<file path="src/rtl/crc_pkg.sv">
// Shared constants, state encoding and per-kind helpers for the CRC transmit framer.
// A frame kind selects the data width, the generator polynomial and the codeword byte count.
package crc_pkg;

    localparam int unsigned DATA_W = 20;
    localparam int unsigned REM_W  = 10;
    localparam int unsigned CW_W   = 32;
    localparam int unsigned BYTE_W = 8;
    localparam int unsigned CNT_W  = 5;
    localparam int unsigned IDX_W  = 2;

    localparam logic [1:0] KIND8    = 2'd0;
    localparam logic [1:0] KIND16   = 2'd1;
    localparam logic [1:0] KIND_BAD = 2'd2;
    localparam logic [1:0] KIND20   = 2'd3;

    // Generators are stored without their x^r term; that term only drives the feedback.
    localparam logic [REM_W-1:0] G8_LO  = 10'h003;
    localparam logic [REM_W-1:0] G16_LO = 10'h007;
    localparam logic [REM_W-1:0] G20_LO = 10'h233;

    localparam logic [CNT_W-1:0] N8  = 5'd8;
    localparam logic [CNT_W-1:0] N16 = 5'd16;
    localparam logic [CNT_W-1:0] N20 = 5'd20;

    localparam logic [IDX_W-1:0] LAST8  = 2'd1;
    localparam logic [IDX_W-1:0] LAST16 = 2'd2;
    localparam logic [IDX_W-1:0] LAST20 = 2'd3;

    typedef enum logic [1:0] {
        IDLE = 2'd0,
        CRC  = 2'd1,
        EMIT = 2'd2,
        DONE = 2'd3
    } state_e;

    function automatic logic kind_legal(input logic [1:0] k);
        return k != KIND_BAD;
    endfunction

    function automatic logic [CNT_W-1:0] kind_nbits(input logic [1:0] k);
        case (k)
            KIND8:   return N8;
            KIND16:  return N16;
            default: return N20;
        endcase
    endfunction

    function automatic logic [REM_W-1:0] kind_poly(input logic [1:0] k);
        case (k)
            KIND8:   return G8_LO;
            KIND16:  return G16_LO;
            default: return G20_LO;
        endcase
    endfunction

    function automatic logic [REM_W-1:0] kind_rmask(input logic [1:0] k);
        case (k)
            KIND8:   return 10'h00F;
            KIND16:  return 10'h0FF;
            default: return 10'h3FF;
        endcase
    endfunction

    function automatic logic [DATA_W-1:0] kind_dmask(input logic [1:0] k);
        case (k)
            KIND8:   return 20'h000FF;
            KIND16:  return 20'h0FFFF;
            default: return 20'hFFFFF;
        endcase
    endfunction

    function automatic logic [IDX_W-1:0] kind_last_byte(input logic [1:0] k);
        case (k)
            KIND8:   return LAST8;
            KIND16:  return LAST16;
            default: return LAST20;
        endcase
    endfunction

    // Codeword left-justified into 32 bits; unused low bits are zero padding.
    function automatic logic [CW_W-1:0] cw_align(input logic [1:0] k,
                                                 input logic [DATA_W-1:0] d,
                                                 input logic [REM_W-1:0] r);
        case (k)
            KIND8:   return {d[7:0], r[3:0], 20'h00000};
            KIND16:  return {d[15:0], r[7:0], 8'h00};
            default: return {d, r, 2'b00};
        endcase
    endfunction

    function automatic logic [BYTE_W-1:0] cw_byte(input logic [CW_W-1:0] cw,
                                                  input logic [IDX_W-1:0] idx);
        case (idx)
            2'd0:    return cw[31:24];
            2'd1:    return cw[23:16];
            2'd2:    return cw[15:8];
            default: return cw[7:0];
        endcase
    endfunction

endpackage

</file>
<file path="src/rtl/crc_frame_tx_lfsr.sv">
// Bit-serial CRC remainder engine, sized for the widest generator and masked to the active degree.
module crc_serial_lfsr
    import crc_pkg::*;
(
    input  logic             clk,
    input  logic             rst,
    input  logic             clear,
    input  logic             shift_en,
    input  logic             bit_in,
    input  logic [1:0]       kind,
    output logic [REM_W-1:0] rem
);

    logic [REM_W-1:0] rem_q;
    logic [REM_W-1:0] rem_d;
    logic             msb_c;
    logic             fb_c;

    // Feedback tap sits at bit r-1 of the active degree.
    always_comb begin
        case (kind)
            KIND8:   msb_c = rem_q[3];
            KIND16:  msb_c = rem_q[7];
            default: msb_c = rem_q[9];
        endcase
        fb_c  = bit_in ^ msb_c;
        rem_d = rem_q;
        if (clear) begin
            rem_d = '0;
        end else if (shift_en) begin
            rem_d = ((rem_q << 1) ^ (fb_c ? kind_poly(kind) : '0)) & kind_rmask(kind);
        end
    end

    always_ff @(posedge clk) begin
        if (rst) begin
            rem_q <= '0;
        end else begin
            rem_q <= rem_d;
        end
    end

    assign rem = rem_q;

endmodule

</file>
<file path="src/rtl/crc_frame_tx.sv">
// Transmit CRC framer: latches one data word, computes its remainder bit-serially,
// then streams the left-justified codeword MSB-first over a valid/ready byte interface.
module crc_frame_tx
    import crc_pkg::*;
(
    input  logic              clk,
    input  logic              rst,
    input  logic              start,
    input  logic [1:0]        kind,
    input  logic [DATA_W-1:0] data,
    output logic              busy,
    output logic [BYTE_W-1:0] byte_out,
    output logic              byte_valid,
    input  logic              byte_ready,
    output logic              done,
    output logic              err_kind
);

    state_e              state_q;
    logic [1:0]          kind_q;
    logic [DATA_W-1:0]   data_q;
    logic [CNT_W-1:0]    bit_cnt_q;
    logic [IDX_W-1:0]    byte_idx_q;
    logic                busy_q;
    logic [BYTE_W-1:0]   byte_out_q;
    logic                byte_valid_q;
    logic                done_q;
    logic                err_kind_q;

    logic                accept_c;
    logic                shift_c;
    logic [CNT_W-1:0]    bit_last_c;
    logic [CNT_W-1:0]    bit_idx_c;
    logic                bit_in_c;
    logic [REM_W-1:0]    rem;
    logic [CW_W-1:0]     cw_c;

    always_comb begin
        accept_c   = (state_q == IDLE) && start && kind_legal(kind);
        shift_c    = (state_q == CRC);
        bit_last_c = kind_nbits(kind_q) - 5'd1;
        bit_idx_c  = bit_last_c - bit_cnt_q;
        bit_in_c   = data_q[bit_idx_c];
        cw_c       = cw_align(kind_q, data_q, rem);
    end

    crc_serial_lfsr u_lfsr (
        .clk      (clk),
        .rst      (rst),
        .clear    (accept_c),
        .shift_en (shift_c),
        .bit_in   (bit_in_c),
        .kind     (kind_q),
        .rem      (rem)
    );

    always_ff @(posedge clk) begin
        if (rst) begin
            state_q      <= IDLE;
            kind_q       <= KIND8;
            data_q       <= '0;
            bit_cnt_q    <= '0;
            byte_idx_q   <= '0;
            busy_q       <= 1'b0;
            byte_out_q   <= '0;
            byte_valid_q <= 1'b0;
            done_q       <= 1'b0;
            err_kind_q   <= 1'b0;
        end else begin
            done_q     <= 1'b0;
            err_kind_q <= 1'b0;
            case (state_q)
                IDLE: begin
                    if (start) begin
                        if (!kind_legal(kind)) begin
                            err_kind_q <= 1'b1;
                        end else begin
                            kind_q     <= kind;
                            data_q     <= data & kind_dmask(kind);
                            bit_cnt_q  <= '0;
                            byte_idx_q <= '0;
                            busy_q     <= 1'b1;
                            state_q    <= CRC;
                        end
                    end
                end
                CRC: begin
                    if (bit_cnt_q == bit_last_c) begin
                        state_q <= EMIT;
                    end else begin
                        bit_cnt_q <= bit_cnt_q + 5'd1;
                    end
                end
                EMIT: begin
                    // First EMIT cycle loads byte 0 from the settled remainder.
                    if (!byte_valid_q) begin
                        byte_out_q   <= cw_byte(cw_c, byte_idx_q);
                        byte_valid_q <= 1'b1;
                    end else if (byte_ready) begin
                        if (byte_idx_q == kind_last_byte(kind_q)) begin
                            byte_valid_q <= 1'b0;
                            byte_out_q   <= '0;
                            done_q       <= 1'b1;
                            state_q      <= DONE;
                        end else begin
                            byte_idx_q <= byte_idx_q + 2'd1;
                            byte_out_q <= cw_byte(cw_c, byte_idx_q + 2'd1);
                        end
                    end
                end
                DONE: begin
                    busy_q  <= 1'b0;
                    state_q <= IDLE;
                end
                default: state_q <= IDLE;
            endcase
        end
    end

    assign busy       = busy_q;
    assign byte_out   = byte_out_q;
    assign byte_valid = byte_valid_q;
    assign done       = done_q;
    assign err_kind   = err_kind_q;

endmodule

</file>
<file path="config.mk">
export PLATFORM = sky130hd
export DESIGN_NAME = crc_frame_tx
export DESIGN_NICKNAME = d
export VERILOG_FILES = /design/src/rtl/crc_pkg.sv /design/src/rtl/crc_frame_tx_lfsr.sv /design/src/rtl/crc_frame_tx.sv
export SDC_FILE = /design/constraint.sdc
export NUM_CORES = 1
export LEC_CHECK = 0
export BUFFER_PORTS_ARGS = -buffer_cell sky130_fd_sc_hd__buf_4
export CAP_MARGIN = 20
export CORE_ASPECT_RATIO = 1.4
export CORE_UTILIZATION = 24
export CTS_BUF_LIST = sky130_fd_sc_hd__clkbuf_4
export DETAILED_ROUTE_END_ITERATION = 8
export HOLD_SLACK_MARGIN = 0.12
export PLACE_DENSITY_LB_ADDON = 0.3
export SETUP_SLACK_MARGIN = 0.05
export SLEW_MARGIN = 20
export SYNTH_ARGS = -nofsm -noshare
export SYNTH_HDL_FRONTEND = slang
export SYNTH_SLANG_ARGS = --single-unit
</file>
<file path="constraint.sdc">
create_clock -name clk -period 4.2 [get_ports clk]
set_input_delay 0.84 -clock clk [delete_from_list [all_inputs] [get_ports clk]]
set_output_delay 0.84 -clock clk [all_outputs]
set_load 0.02 [all_outputs]
</file>
==> out/results.ini, run 1 <==
[global_route]
gr-total-overflow=0
grt_usage_pct=14.5
grt_pass1_wl_um=17000
grt_pass1_vias=3267
antenna_found_initial=1
grt_max_degree=53

[timing]
worst_slew_pin_slew_ns=0.784
hold_viol=0
fin_ws_ns=0.792
max_freq_ghz=0.293
period_minus_slack_ns=3.41
setup_tns_ns=0
relSlewSlack_pct=47.2
setup_violations=0
slew_viol_final=0
whs_ns=0.508
timing.final.crit_share_pct=81.1
rsz0062_at_grt=false
finalClockSkew_ns=0.0264

[pwr]
leakagePower_nw=1.36
ir_drop_mv=0.159
p_per_area_nw_per_um2=448
power_mw=1.76

[yosys]
postSynth.asyncResetShare_pct=0
synth_seq_cells=53
yosys_warnings=0
synth_area_um2=3470
syn_nets=465
syn_inst=426
synth_top_area_share_pct=30.6
ys_seq_area_share_pct=30.6
yosys.area.top_type=dfxtp_1
syn_area_per_cell_um2=8.14
synth_edf_count=0
yosys-top-cells-area=dfxtp_1 (31%), nand2_1 (6.0%), mux2i_1 (5.5%), o21ai_0 (5.2%), ha_1 (4.7%)
yosysUniqueCellTypes=51
synth_top_flop_cell=dfxtp_1

[finish]
utilization_pct=28.0
nNetsFinal=478
drive_above_1_share_pct=14.8
stdcell_area_um2=3930
fin_cells=625
syn2layout_area_growth_pct=13.4

[clock_network]
cts_inserted_buffers=5
cts-resized-gates=0
cts.path.max_buffers=2
holdBufCountCts=0
cts_htree_levels=2
path_clk_slew_ns=0.17
cts.sinks=53
cts_tree=yes
postCtsSetupRepairBufs=0
cts_root_buffer=clkbuf_4
clkLatencyLatePin_ns=0.40

[placement]
place_congestion=0.857
dp_hpwl_um=8000
dp_cells=617
place_ws_ns=0.839
postPlaceCellArea_um2=3870
port-buffer-count=37

[critical_path]
crit_fanout=11
setup.worst_path.class=reg2reg
worstSetupEndpointType=flop
startpoint_type=flop
cp.required_ns=4.56
rr_startpoint=kind_q[0]
ff2ff_setup_slack_ns=0.79
slowest_delay_ns=0.65
timing.rr.end=u_lfsr.rem[1]
cp_cell_sequence=nor2b_1, inv_1, ha_1, inv_1, ha_1, o21a_1, o21a_1, a211oi_4, a21oi_2, xor2_2, or4b_1, nand3_1
reg2reg_depth=12
critPathSlowestCell=dfxtp_1
arrival_ns=3.77

[min_path]
holdCritStartpoint=byte_out[3]
hold_path_end=byte_out[3]
hold_path.class=reg2reg
min_delay_path_depth=2

[drt]
firstDrtPassIters=7
wire_per_inst_um=17.0
drt_wl_total_um=10600
vias_per_cell=5.28
drc_errors=0
vias=3302
drt-initial-drc-count=278
ant_nets=0

[floorplanning]
start_util_pct=24.7
pin_count=38
dieArea_um2=14900
die_x_um=104
rows=51
die_height_um=144
coreArea_um2=14000

[run_status]
status=completed

[run]
maxCapViolCount=0

## power by group
part	leakage, nW	switching, mW	internal (mW)	total [mW]
Combinational	0.897	0.485	0.338	0.823
Clock	0.0273	0.178	0.0634	0.241
Sequential	0.431	0.119	0.580	0.698
## sequential cells by signal, indices dropped and copies added (netlist names)
| signal | cells |
|---|---|
| state_q | 2 |
| byte_idx_q | 2 |
| u_lfsr.rem | 10 |
| busy | 1 |
| byte_out | 8 |
| bit_cnt_q | 5 |
| done | 1 |
| err_kind | 1 |
| byte_valid | 1 |
| kind_q | 2 |
| data_q | 20 |
## routing by layer
metal	share of wire, %	routed length (µm)	global-route usage (%)	up-vias
met1	43	4530	16.2	1613
met3	2.6	272	1.49	20
met2	52	5490	27.4	81
met4	3.0	321	7.02	0
met5	0	0	0	-
li1	-	-	-	1588
## critical path, delay by kind of cell (launching register included)
kind	cells	cell delay, ns
simple gates	3	0.79
buf+inv	2	0.31
flops	1	0.65
compound gates	4	0.82
fa+ha+maj	2	0.58
xor+xnor	1	0.22
## Yosys cell counts, types with 2 or more instances
cell and number:
clkbuf_1 30, o221a_2 2, xnor2_1 5, nor3b_1 4
a31oi_1 3, a222oi_1 16, dfxtp_1 53, ha_1 13
o21bai_1 5, mux2i_1 19, o21a_1 10, nor2_1 29
nor4b_1 3, and2_1 3, nand3b_1 5, o221ai_1 5
nand4_1 4, mux4_1 3, or2_2 3, nor3_1 7
a22o_1 13, a21o_1 2, o21ai_0 36, a21oi_1 15
nand4b_1 2, o32a_1 2, a22oi_1 2, buf_2 2
nand2b_1 13, nand3_1 20, mux2_2 4, nand2_1 55
buf_1 4, nor2b_1 4, a211oi_1 5, o211ai_1 2
inv_1 9
## cells in the final DEF, fill, tap and decap left out, types with 5 or more instances in the layout
cell type / Yosys / routed
a211oi_1: 5 / 5
o21a_1: 10 / 10
o21ai_0: 36 / 36
nor2_1: 29 / 29
nand2b_1: 13 / 13
o221ai_1: 5 / 5
xnor2_1: 5 / 5
o21bai_1: 5 / 5
clkbuf_4: 0 / 5
buf_4: 0 / 43
a222oi_1: 16 / 16
nand3_1: 20 / 20
mux2i_1: 19 / 19
dfxtp_1: 53 / 53
a21oi_1: 15 / 15
nor3_1: 7 / 7
nand2_1: 55 / 55
inv_1: 9 / 9
a22o_1: 13 / 13
ha_1: 13 / 13
nand3b_1: 5 / 5
## area by class of cell
class | count | area, µm²
clock buffers | 5 | 37.5
multi-input cells | 327 | 2230
inverters | 9 | 33.8
flip-flops and latches | 53 | 1060
fillers | 1573 | 10100
repair buffers | 43 | 323
diodes | 1 | 2.50
clock inverters | 2 | 16.3
well taps | 185 | 231
## logic make-up after synthesis
logic type                 count (synthesis)  synth area share, %
buffers and inverters                     46                 5.27
DFF                                       53                 30.6
and+or+nand+nor                          155                 21.9
muxes                                     27                 9.71
adders and majority gates                 13                 4.69
xor gates and xnor gates                   7                 1.98
AOI/OAI and AO/OA                        125                 25.9
## how the worst max path moves through the flow
stage,startpoint,endpoint,slack (ns),depth (start not counted)
after detailed placement,kind_q[0],u_lfsr.rem[1],0.84,12
after floorplan,kind_q[0],u_lfsr.rem[1],0.22,16
after CTS,kind_q[0],u_lfsr.rem[1],0.80,12
after global routing,kind_q[0],u_lfsr.rem[1],0.60,12
after global placement,kind_q[0],byte_out[2],0.93,10
final,kind_q[0],u_lfsr.rem[1],0.79,12
Power figures use the tool's default switching activity.
==> run 2: changes to the inputs <==
==> constraint.sdc (replaced) <==
create_clock -name clk -period 3.4 [get_ports clk]
set_input_delay 0.68 -clock clk [delete_from_list [all_inputs] [get_ports clk]]
set_output_delay 0.68 -clock clk [all_outputs]
set_load 0.02 [all_outputs]
==> out/results.ini, run 2 (synthesis results as in run 1) <==
[pwr]
leakagePower_nw=1.42  ; +4.8%
ir_drop_mv=0.203  ; +28%
p_switching_uw=994  ; +27%
netSwitchingFraction_pct=42.7  ; -1.7 points
internal_power_mw=1.33  ; +36%
seq_power_share_pct=36.5  ; -3.1 points
power_mw=2.33  ; +32%
p_clk_share_pct=17.0  ; +3.3 points
p_per_area_nw_per_um2=576  ; +29%
comb_power_share_pct=46.5  ; -0.2 points

[finish]
layout_commonest_cell=nand2_1
final_cell_mix=nand2_1 (55), dfxtp_1 (53), buf_4 (52), o21ai_0 (36), nor2_1 (29)
regMostFlops=data_q
nNetsFinal=487  ; +1.9%
n_fill_cell=1541  ; -2.0%
largest_reg_flops=20  ; unchanged
drive_above_1_share_pct=16.9  ; +2.1 points
syn2layout_area_growth_pct=16.6

[clock_network]
cts.sinks=53  ; unchanged
cts_htree_levels=2  ; unchanged
cts_inserted_buffers=5  ; unchanged
cts_root_buffer=clkbuf_4
cts.path.max_buffers=2  ; unchanged
postCtsSetupRepairBufs=0  ; unchanged
cts_tree=yes
path_clk_slew_ns=0.18  ; about the same
clkLatencyLatePin_ns=0.41  ; about the same
cts-resized-gates=0  ; unchanged
holdBufCountCts=0  ; unchanged

[timing]
rsz0062_at_grt=false
hold_viol=0  ; unchanged
finalClockSkew_ns=0.0233  ; -0.00316 ns
slew_viol_final=0  ; unchanged
worst_slew_pin_slew_ns=0.695  ; -0.0892 ns
whs_ns=0.469  ; -0.0387 ns
relSlewSlack_pct=53.7  ; +6.4 points
setup_tns_ns=0  ; unchanged
max_freq_ghz=0.338  ; +15%
timing.final.crit_share_pct=87.0  ; +5.9 points
setup_violations=0  ; unchanged
period_minus_slack_ns=2.96  ; -0.448 ns

[global_route]
grt_pass1_wl_um=17300  ; +1.3%
grt_usage_pct=14.8  ; +0.36 points
gr-total-overflow=0  ; unchanged
grt_pass1_vias=3212  ; -1.7%
antenna_found_initial=1  ; unchanged
grt_max_degree=47  ; -11%

[floorplanning]
coreArea_um2=14000  ; unchanged
pin_count=38  ; unchanged
start_util_pct=24.7  ; unchanged
die_x_um=104  ; unchanged
rows=51  ; unchanged
dieArea_um2=14900  ; unchanged
die_height_um=144  ; unchanged

[drt]
drt_wl_total_um=10800  ; +2.2%
ant_nets=0  ; unchanged
highest_layer=met4
drt-met1-wl_um=4510  ; -0.31%
drc_errors=0  ; unchanged
drt-initial-drc-count=211  ; -24%
wl_met2_um=5690  ; +3.7%
route.met3.wl_um=285  ; +4.8%
wire_per_inst_um=17.1  ; +0.57%
firstDrtPassIters=6  ; -1
vias=3294  ; -0.24%
vias_per_cell=5.19  ; -1.8%

[placement]
port-buffer-count=37  ; unchanged
place_congestion=0.828  ; -3.4%
dp_hpwl_um=8210  ; +2.6%

[critical_path]
timing.critical_path.mode_cell=o21a_1
cp.required_ns=3.76  ; -0.80 ns
arrival_ns=3.32  ; -0.45 ns
slowest_delay_ns=0.49  ; -0.16 ns
worstSetupEndpointType=flop
crit_fanout=6  ; -5
startpoint_type=flop
critPathSlowestCell=or4b_1
cp_cell_sequence=or2_2, ha_1, inv_4, ha_4, o21a_1, o21a_1, a211oi_4, a21oi_2, xor2_2, or4b_1, nand3_1
setup.worst_path.class=reg2reg

[run]
maxCapViolCount=0  ; unchanged

[min_path]
hold_path.class=in2reg

[run_status]
status=completed

==> run 2: power groups by stage <==
stage                     clock [mW]  combinational, mW  sequential, mW
after global routing           0.431               1.19           0.866
after global placement             0               1.06           0.861
after detailed placement           0               1.08           0.863
final                          0.396               1.08           0.851
after CTS                      0.413               1.08           0.850
after floorplan                    0              0.782           0.837
==> run 2: worst paths after layout <==
check | start | to | slack, ns | cells past startpoint
max | kind_q[1] | u_lfsr.rem[1] | 0.44 | 11
min | data[19] | data_q[19] | 0.47 | 2
max reg2reg | kind_q[1] | u_lfsr.rem[1] | 0.44 | 11
min reg2reg | byte_out[2] | byte_out[2] | 0.51 | 2
==> run 2: per-stage QoR <==
step                      instances  setup slack (ns)  utilization [%]  area [µm²]
final                           635             0.441             28.8        4040
after global routing            635             0.283             28.8        4040
after CTS                       634             0.443             28.8        4040
after detailed placement        626             0.481             28.2        3960
after global placement          626             0.532             28.2        3960
after floorplan                 426            0.0477                -        3520
==> run 2: area by class of cell <==
cell class | count | area [µm²] | area share, %
Antenna cell | 1 | 2.50 | 0.0619
Clock buffer | 5 | 37.5 | 0.929
Clock inverter | 3 | 47.5 | 1.18
Inverter | 9 | 36.3 | 0.898
Multi-Input combinational cell | 327 | 2240 | 55.3
Sequential cell | 53 | 1060 | 26.2
Tap cell | 185 | 231 | 5.73
Timing Repair Buffer | 52 | 390 | 9.66
==> run 2: per-layer routing <==
metal  vias to the layer above  track usage [%]
li1                       1609                -
met1                      1590             16.4
met2                        74             28.4
met3                        21             1.44
met4                         0             7.17
met5                         -                0
==> run 2: critical path, delay by kind of cell (launching register included) <==
kind | cells | cell delay (ns)
buf+inv | 1 | 0.09
compound gates | 4 | 0.84
simple gates | 3 | 0.91
xor+xnor | 1 | 0.22
fa+ha+maj | 2 | 0.45
flops | 1 | 0.39
